`config.mk`:
```
export PLATFORM = sky130hd
export DESIGN_NAME = npc_pipe
export DESIGN_NICKNAME = d
export VERILOG_FILES = /design/src/rtl/npc_pkg.sv /design/src/rtl/npc_br_cmp.sv /design/src/rtl/npc_pipe.sv
export SDC_FILE = /design/constraint.sdc
export NUM_CORES = 1
export LEC_CHECK = 0
export CAP_MARGIN = 20
export CORE_MARGIN = 2
export CORE_UTILIZATION = 51
export DETAILED_ROUTE_END_ITERATION = 8
export GPL_ROUTABILITY_DRIVEN = 1
export GPL_TIMING_DRIVEN = 1
export PLACE_DENSITY = 0.87
export SYNTH_ARGS = -nofsm -noshare
export SYNTH_HDL_FRONTEND = slang
export SYNTH_SLANG_ARGS = --single-unit
```
`constraint.sdc`:
```
create_clock -name clk -period 13.54 [get_ports clk]
set_input_delay 3.385 -clock clk [delete_from_list [all_inputs] [get_ports clk]]
set_output_delay 3.385 -clock clk [all_outputs]
set_load 0.03 [all_outputs]
```
`src/rtl/npc_pkg.sv`:
```
// Shared definitions for the next-PC unit.
// Holds branch-condition codes, FSM state encodings and default vectors.
package npc_pkg;

  localparam logic [2:0] BR_BEQ  = 3'b000;
  localparam logic [2:0] BR_BNE  = 3'b001;
  localparam logic [2:0] BR_BLEZ = 3'b010;
  localparam logic [2:0] BR_BGTZ = 3'b011;
  localparam logic [2:0] BR_BLTZ = 3'b100;
  localparam logic [2:0] BR_BGEZ = 3'b101;

  typedef enum logic {
    ST_RUN  = 1'b0,
    ST_HOLD = 1'b1
  } npc_st_t;

  localparam logic [31:0] RESET_PC_DEF = 32'h0000_3000;
  localparam logic [31:0] EXC_PC_DEF   = 32'h0000_4180;

endpackage

```
`src/rtl/npc_br_cmp.sv`:
```
// Combinational branch-condition evaluator (signed 32-bit compares).
// Ports: br_op, rs_val, rt_val in; taken out (codes 11x never taken).
module npc_br_cmp
  import npc_pkg::*;
(
  input  logic [2:0]  br_op,
  input  logic [31:0] rs_val,
  input  logic [31:0] rt_val,
  output logic        taken
);

  logic neg;
  logic zero;

  assign neg  = rs_val[31];
  assign zero = (rs_val == 32'd0);

  always_comb begin
    taken = 1'b0;
    case (br_op)
      BR_BEQ:  taken = (rs_val == rt_val);
      BR_BNE:  taken = (rs_val != rt_val);
      BR_BLEZ: taken = neg | zero;
      BR_BGTZ: taken = ~neg & ~zero;
      BR_BLTZ: taken = neg;
      BR_BGEZ: taken = ~neg;
      default: taken = 1'b0;
    endcase
  end

endmodule

```
`src/rtl/npc_pipe.sv`:
```
// Registered next-PC unit: fetch PC, branch/jump/jr redirect with a
// one-entry pending-redirect buffer used while fetch is stalled.
// Ports: clk, reset (sync, high), stall, br_en/br_op/rs_val/rt_val/imm16,
//   j_en/j_idx, jr_en/jr_target, id_pc in; pc, link_pc, redirect, pending out.
// Macro NPC_EXC_EN adds exc_req, eret, epc (exception entry/return).
module npc_pipe
  import npc_pkg::*;
#(
  parameter int          ADDR_W   = 32,
`ifdef NPC_EXC_EN
  parameter logic [31:0] EXC_PC   = EXC_PC_DEF,
`endif
  parameter logic [31:0] RESET_PC = RESET_PC_DEF
) (
  input  logic              clk,
  input  logic              reset,
  input  logic              stall,
  input  logic              br_en,
  input  logic [2:0]        br_op,
  input  logic [31:0]       rs_val,
  input  logic [31:0]       rt_val,
  input  logic [15:0]       imm16,
  input  logic              j_en,
  input  logic [25:0]       j_idx,
  input  logic              jr_en,
  input  logic [ADDR_W-1:0] jr_target,
  input  logic [ADDR_W-1:0] id_pc,
`ifdef NPC_EXC_EN
  input  logic              exc_req,
  input  logic              eret,
  input  logic [ADDR_W-1:0] epc,
`endif
  output logic [ADDR_W-1:0] pc,
  output logic [ADDR_W-1:0] link_pc,
  output logic              redirect,
  output logic              pending
);

  localparam int WW = (ADDR_W > 32) ? ADDR_W : 32;
  localparam logic [ADDR_W-1:0] RST_V = ADDR_W'(RESET_PC);

  npc_st_t           st, st_n;
  logic [ADDR_W-1:0] pend_tgt, pend_n;
  logic [ADDR_W-1:0] pc_n;
  logic              redir_n;

  logic              taken;
  logic              req;
  logic [ADDR_W-1:0] pc4;
  logic [ADDR_W-1:0] br_tgt;
  logic [ADDR_W-1:0] j_tgt;
  logic [ADDR_W-1:0] tgt;
  logic signed [31:0] off32;
  logic [WW-1:0]     jw;

  npc_br_cmp u_cmp (
    .br_op  (br_op),
    .rs_val (rs_val),
    .rt_val (rt_val),
    .taken  (taken)
  );

  assign pc4     = id_pc + ADDR_W'(4);
  assign link_pc = id_pc + ADDR_W'(8);
  assign off32   = {{14{imm16[15]}}, imm16, 2'b00};
  // signed cast sign-extends when ADDR_W exceeds 32
  assign br_tgt  = pc4 + ADDR_W'(off32);

  always_comb begin
    jw       = WW'(pc4);
    jw[27:0] = {j_idx, 2'b00};
  end
  assign j_tgt = jw[ADDR_W-1:0];

  // jr beats j beats a taken branch
  assign req = jr_en | j_en | (br_en & taken);
  assign tgt = jr_en ? jr_target :
               j_en  ? j_tgt     : br_tgt;

  assign pending = (st == ST_HOLD);

  always_ff @(posedge clk) begin
    if (reset) begin
      st       <= ST_RUN;
      pc       <= RST_V;
      pend_tgt <= '0;
      redirect <= 1'b0;
    end else begin
      st       <= st_n;
      pc       <= pc_n;
      pend_tgt <= pend_n;
      redirect <= redir_n;
    end
  end

  always_comb begin
    st_n    = st;
    pc_n    = pc;
    pend_n  = pend_tgt;
    redir_n = 1'b0;
    case (st)
      ST_RUN: begin
        if (!stall) begin
          if (req) begin
            pc_n    = tgt;
            redir_n = 1'b1;
          end else begin
            pc_n = pc + ADDR_W'(4);
          end
        end else if (req) begin
          pend_n = tgt;
          st_n   = ST_HOLD;
        end
      end
      ST_HOLD: begin
        // later requests are dropped: the buffered one is older
        if (!stall) begin
          pc_n    = pend_tgt;
          redir_n = 1'b1;
          st_n    = ST_RUN;
        end
      end
      default: st_n = ST_RUN;
    endcase
`ifdef NPC_EXC_EN
    if (exc_req) begin
      pc_n    = ADDR_W'(EXC_PC);
      redir_n = 1'b1;
      pend_n  = '0;
      st_n    = ST_RUN;
    end else if (eret) begin
      pc_n    = epc;
      redir_n = 1'b1;
      pend_n  = '0;
      st_n    = ST_RUN;
    end
`endif
  end

endmodule

```
==> flow_summary_export.csv <==
group,metric,value,unit
status,outcome,"complete, no violations",
drt,drtIter0Drc,984,
timing,finalWorstSetupSlack,3250,ps
setup_path,critPathMostFrequentCell,"and3_1",
drt,wire_per_inst,18.6,µm
timing,finalHoldViolCount,0,
setup_path,crit_family,"simple AND/OR/NAND/NOR gates",
timing,slew_headroom,0.309,
cts,clk_latency,340,ps
drt,wirelength,26300,µm
power,p_leak,3.82,nW
logic_synthesis,ys_seq_area_frac,0.180,
placed_design,port-buffer-count,244,
cts,ctsResizeCount,0,
setup_path,critPathLaunchType,"primary input",
finish,fillers,1143,
cts,clkSinkCount,66,
logic_synthesis,synthesis.nets,1239,
placed_design,dpl_cell_area,9780,µm²
finish,final_common_cell,"clkdlybuf4s50_1",
timing,finalCritPeriodShare,0.760,
timing,fin_setup_tns,0,ps
logic_synthesis,synthArstFlopShare,0,
finish,area_growth,38.0,%
global_routing,track_usage,0.341,
finish,drive_gt1_frac,0.0448,
logic_synthesis,ys.flop_type,"dfxtp_1",
timing,rsz0062_at_grt,"false",
cts,cts_hold_buffers,0,
setup_path,worstSetupPathType,"primary input to primary output",
die,die-area,15300,µm²
die,start_util,0.526,
cts,clock_path_buffers,2,
timing,finalCriticalPeriod,10290,ps
power,peakVddDrop,0.0614,mV
logic_synthesis,synth_warnings,0,
timing,slew_viol_final,0,
drt,vias,8599,
timing,clock_skew,5.55,ps
logic_synthesis,synthTopCellsByArea,"dfxtp_1 18%, xnor2_1 9.7%, ha_1 6.1%, a21oi_1 5.9%, nand2_1 5.7%",
die,rows,43,
setup_path,crit_fanout,6,
placed_design,dpl_worst_slack,3320,ps
die,die_w,124,µm
setup_path,cp-end-kind,"primary output",
drt,drc,0,
global_routing,antenna_found_initial,0,
logic_synthesis,syn_area_per_cell,7.16,µm²
setup_path,crit_path_max_incr_delay,690,ps
setup_path,cp.required,10150,ps
run,maxCapViolations,0,
drt,ant_nets,0,
logic_synthesis,synthCells,1023,
global_routing,grt_pass1_wl,41400,µm
cts,cts-root-buf,"clkbuf_16",
global_routing,grt_pass1_vias,8043,
timing,fin_hold_ws,450,ps
placed_design,dp_hpwl,20300,µm
cts,cts_max_level,3,
setup_path,cp.arrival,6900,ps
logic_synthesis,yosysTopAreaCellShare,0.180,
power,power,0.000812,W
cts,numCtsBuffers,9,
setup_path,crit_chain,"clkdlybuf4s50_1 -> ha_1 -> and3_1 -> and3_1 -> and3_1 -> and3_1 -> inv_1 -> nor3_1 -> nand3_1 -> xnor2_1 -> clkdlybuf4s50_1",
timing,setup_viol,0,
placed_design,globalplace.congestion,0.928,
setup_path,worst-path-buf-inv,3,
setup_path,cpMaxStageDelayCell,"clkdlybuf4s50_1",
global_routing,grt-ovfl-total,0,
die,pin_count,245,
cts,cts_tree,"yes",
timing,fmax,97.2,MHz
logic_synthesis,syn-cell-area,7330,µm²
cts,post_cts.repair.setup_buffers,0,
die,die_h,124,µm
drt,dr.pass1.iters,7,
timing,worstMarginPinSlew,1040,ps
logic_synthesis,ys_ff_latch,66,
drt,via_per_inst,6.10,
logic_synthesis,ys_types,77,
min_path,hold_path_class,"register to register",
finish,diodes,0,
global_routing,grt_start_max_net_pins,51,
power,power_density,80.3,nW/µm²
finish,final_cell_area,10100,µm²
die,coreArea,13900,µm²
logic_synthesis,yosys.area.top_type,"dfxtp_1",
finish,final_cell_mix,"243 x clkdlybuf4s50_1, 112 x nand2_1, 86 x a21oi_1, 81 x xnor2_1, 70 x nor2_1",
cts,path_clk_slew,60,ps
logic_synthesis,synth-edff-count,0,
finish,final_nets,1440,
-- tightest hold or removal path, delay by kind of cell, from the launching register on --
kind	cells	cell delay, ps
AND/OR/NAND/NOR	1	50
AO/OA/AOI/OAI	1	50
flip-flops	1	300
-- stage by stage --
stage / utilization / instances
2_1_floorplan: - / 1023
3_3_place_gp: 0.702 / 1392
3_5_place_dp: 0.702 / 1392
4_1_cts: 0.725 / 1408
5_1_grt: 0.726 / 1409
6_report: 0.726 / 1409
-- power breakdown --
group	leakage, nW	internal, W	total, W	switching [W]
clock network	0.156	0.000165	0.000252	0.0000863
logic	3.12	0.000152	0.000332	0.000180
registers	0.544	0.000211	0.000228	0.0000168
-- final timing paths --
check	start	endpoint	slack [ps]	cells after the start
worst min register to register	pend_tgt[28]$_SDFFE_PP0P_	pend_tgt[28]$_SDFFE_PP0P_	450	2
worst max register to register	pending$_SDFF_PP0_	pend_tgt[27]$_SDFFE_PP0P_	10570	6
worst max-delay path	id_pc[3]	link_pc[25]	3250	11
worst min-delay path	pend_tgt[28]$_SDFFE_PP0P_	pend_tgt[28]$_SDFFE_PP0P_	450	2
-- state kept, by name, indices dropped and copies added (netlist names) --
name,flops
pc,32
redirect,1
pend_tgt,32
pending,1
-- cell families (layout without fill, tap and decap cells) --
logic type,after synthesis,count (layout),synth area share
and+or+nand+nor,401,401,0.277
AOI/OAI and AO/OA,291,291,0.262
xor gates and xnor gates,120,120,0.143
buffers and inverters,94,300,0.0533
DFF,66,66,0.180
adders and majority gates,37,37,0.0642
muxes,14,14,0.0195
-- cell type report --
cell class / instances / area, µm² / share of cell area
Clock buffer: 11 / 243 / 0.0240
Inverter: 30 / 113 / 0.0111
Clock inverter: 5 / 77.6 / 0.00767
Multi-Input combinational cell: 863 / 5620 / 0.556
Tap cell: 180 / 225 / 0.0223
Timing Repair Buffer: 254 / 2510 / 0.249
Sequential cell: 66 / 1320 / 0.131
-- synthesized netlist by cell type (5+ instances only) --
| cell type | instances |
|---|---|
| nand2_1 | 112 |
| a21oi_1 | 86 |
| xnor2_1 | 81 |
| nor2_1 | 71 |
| dfxtp_1 | 66 |
| nand3_1 | 53 |
| o21ai_0 | 53 |
| clkbuf_1 | 48 |
| xor2_1 | 39 |
| ha_1 | 36 |
| nor3_1 | 34 |
| inv_1 | 28 |
| nand4_1 | 28 |
| and3_1 | 20 |
| a21o_1 | 19 |
| a211oi_1 | 18 |
| o22ai_1 | 15 |
| mux2i_1 | 12 |
| o211ai_1 | 12 |
| nor2b_1 | 11 |
| o21a_1 | 10 |
| buf_2 | 9 |
| nor4_1 | 9 |
| o31ai_1 | 9 |
| or3_1 | 9 |
| nand2b_1 | 8 |
| and2_1 | 7 |
| and4_1 | 6 |
| nor3b_1 | 6 |
| or2_2 | 6 |
| a211o_1 | 5 |
| a221oi_1 | 5 |
| a31oi_1 | 5 |
| nor4_2 | 5 |
| nor4b_1 | 5 |
| o221ai_1 | 5 |
-- layer usage --
| layer | vias up | wire (µm) | GRT usage |
|---|---|---|---|
| li1 | 4152 | - | - |
| met1 | 3934 | 11100 | 0.439 |
| met2 | 461 | 12200 | 0.571 |
| met3 | 52 | 2350 | 0.0696 |
| met4 | 0 | 646 | 0.107 |
| met5 | - | 0 | 0 |
(Power assumes the default switching activity.)
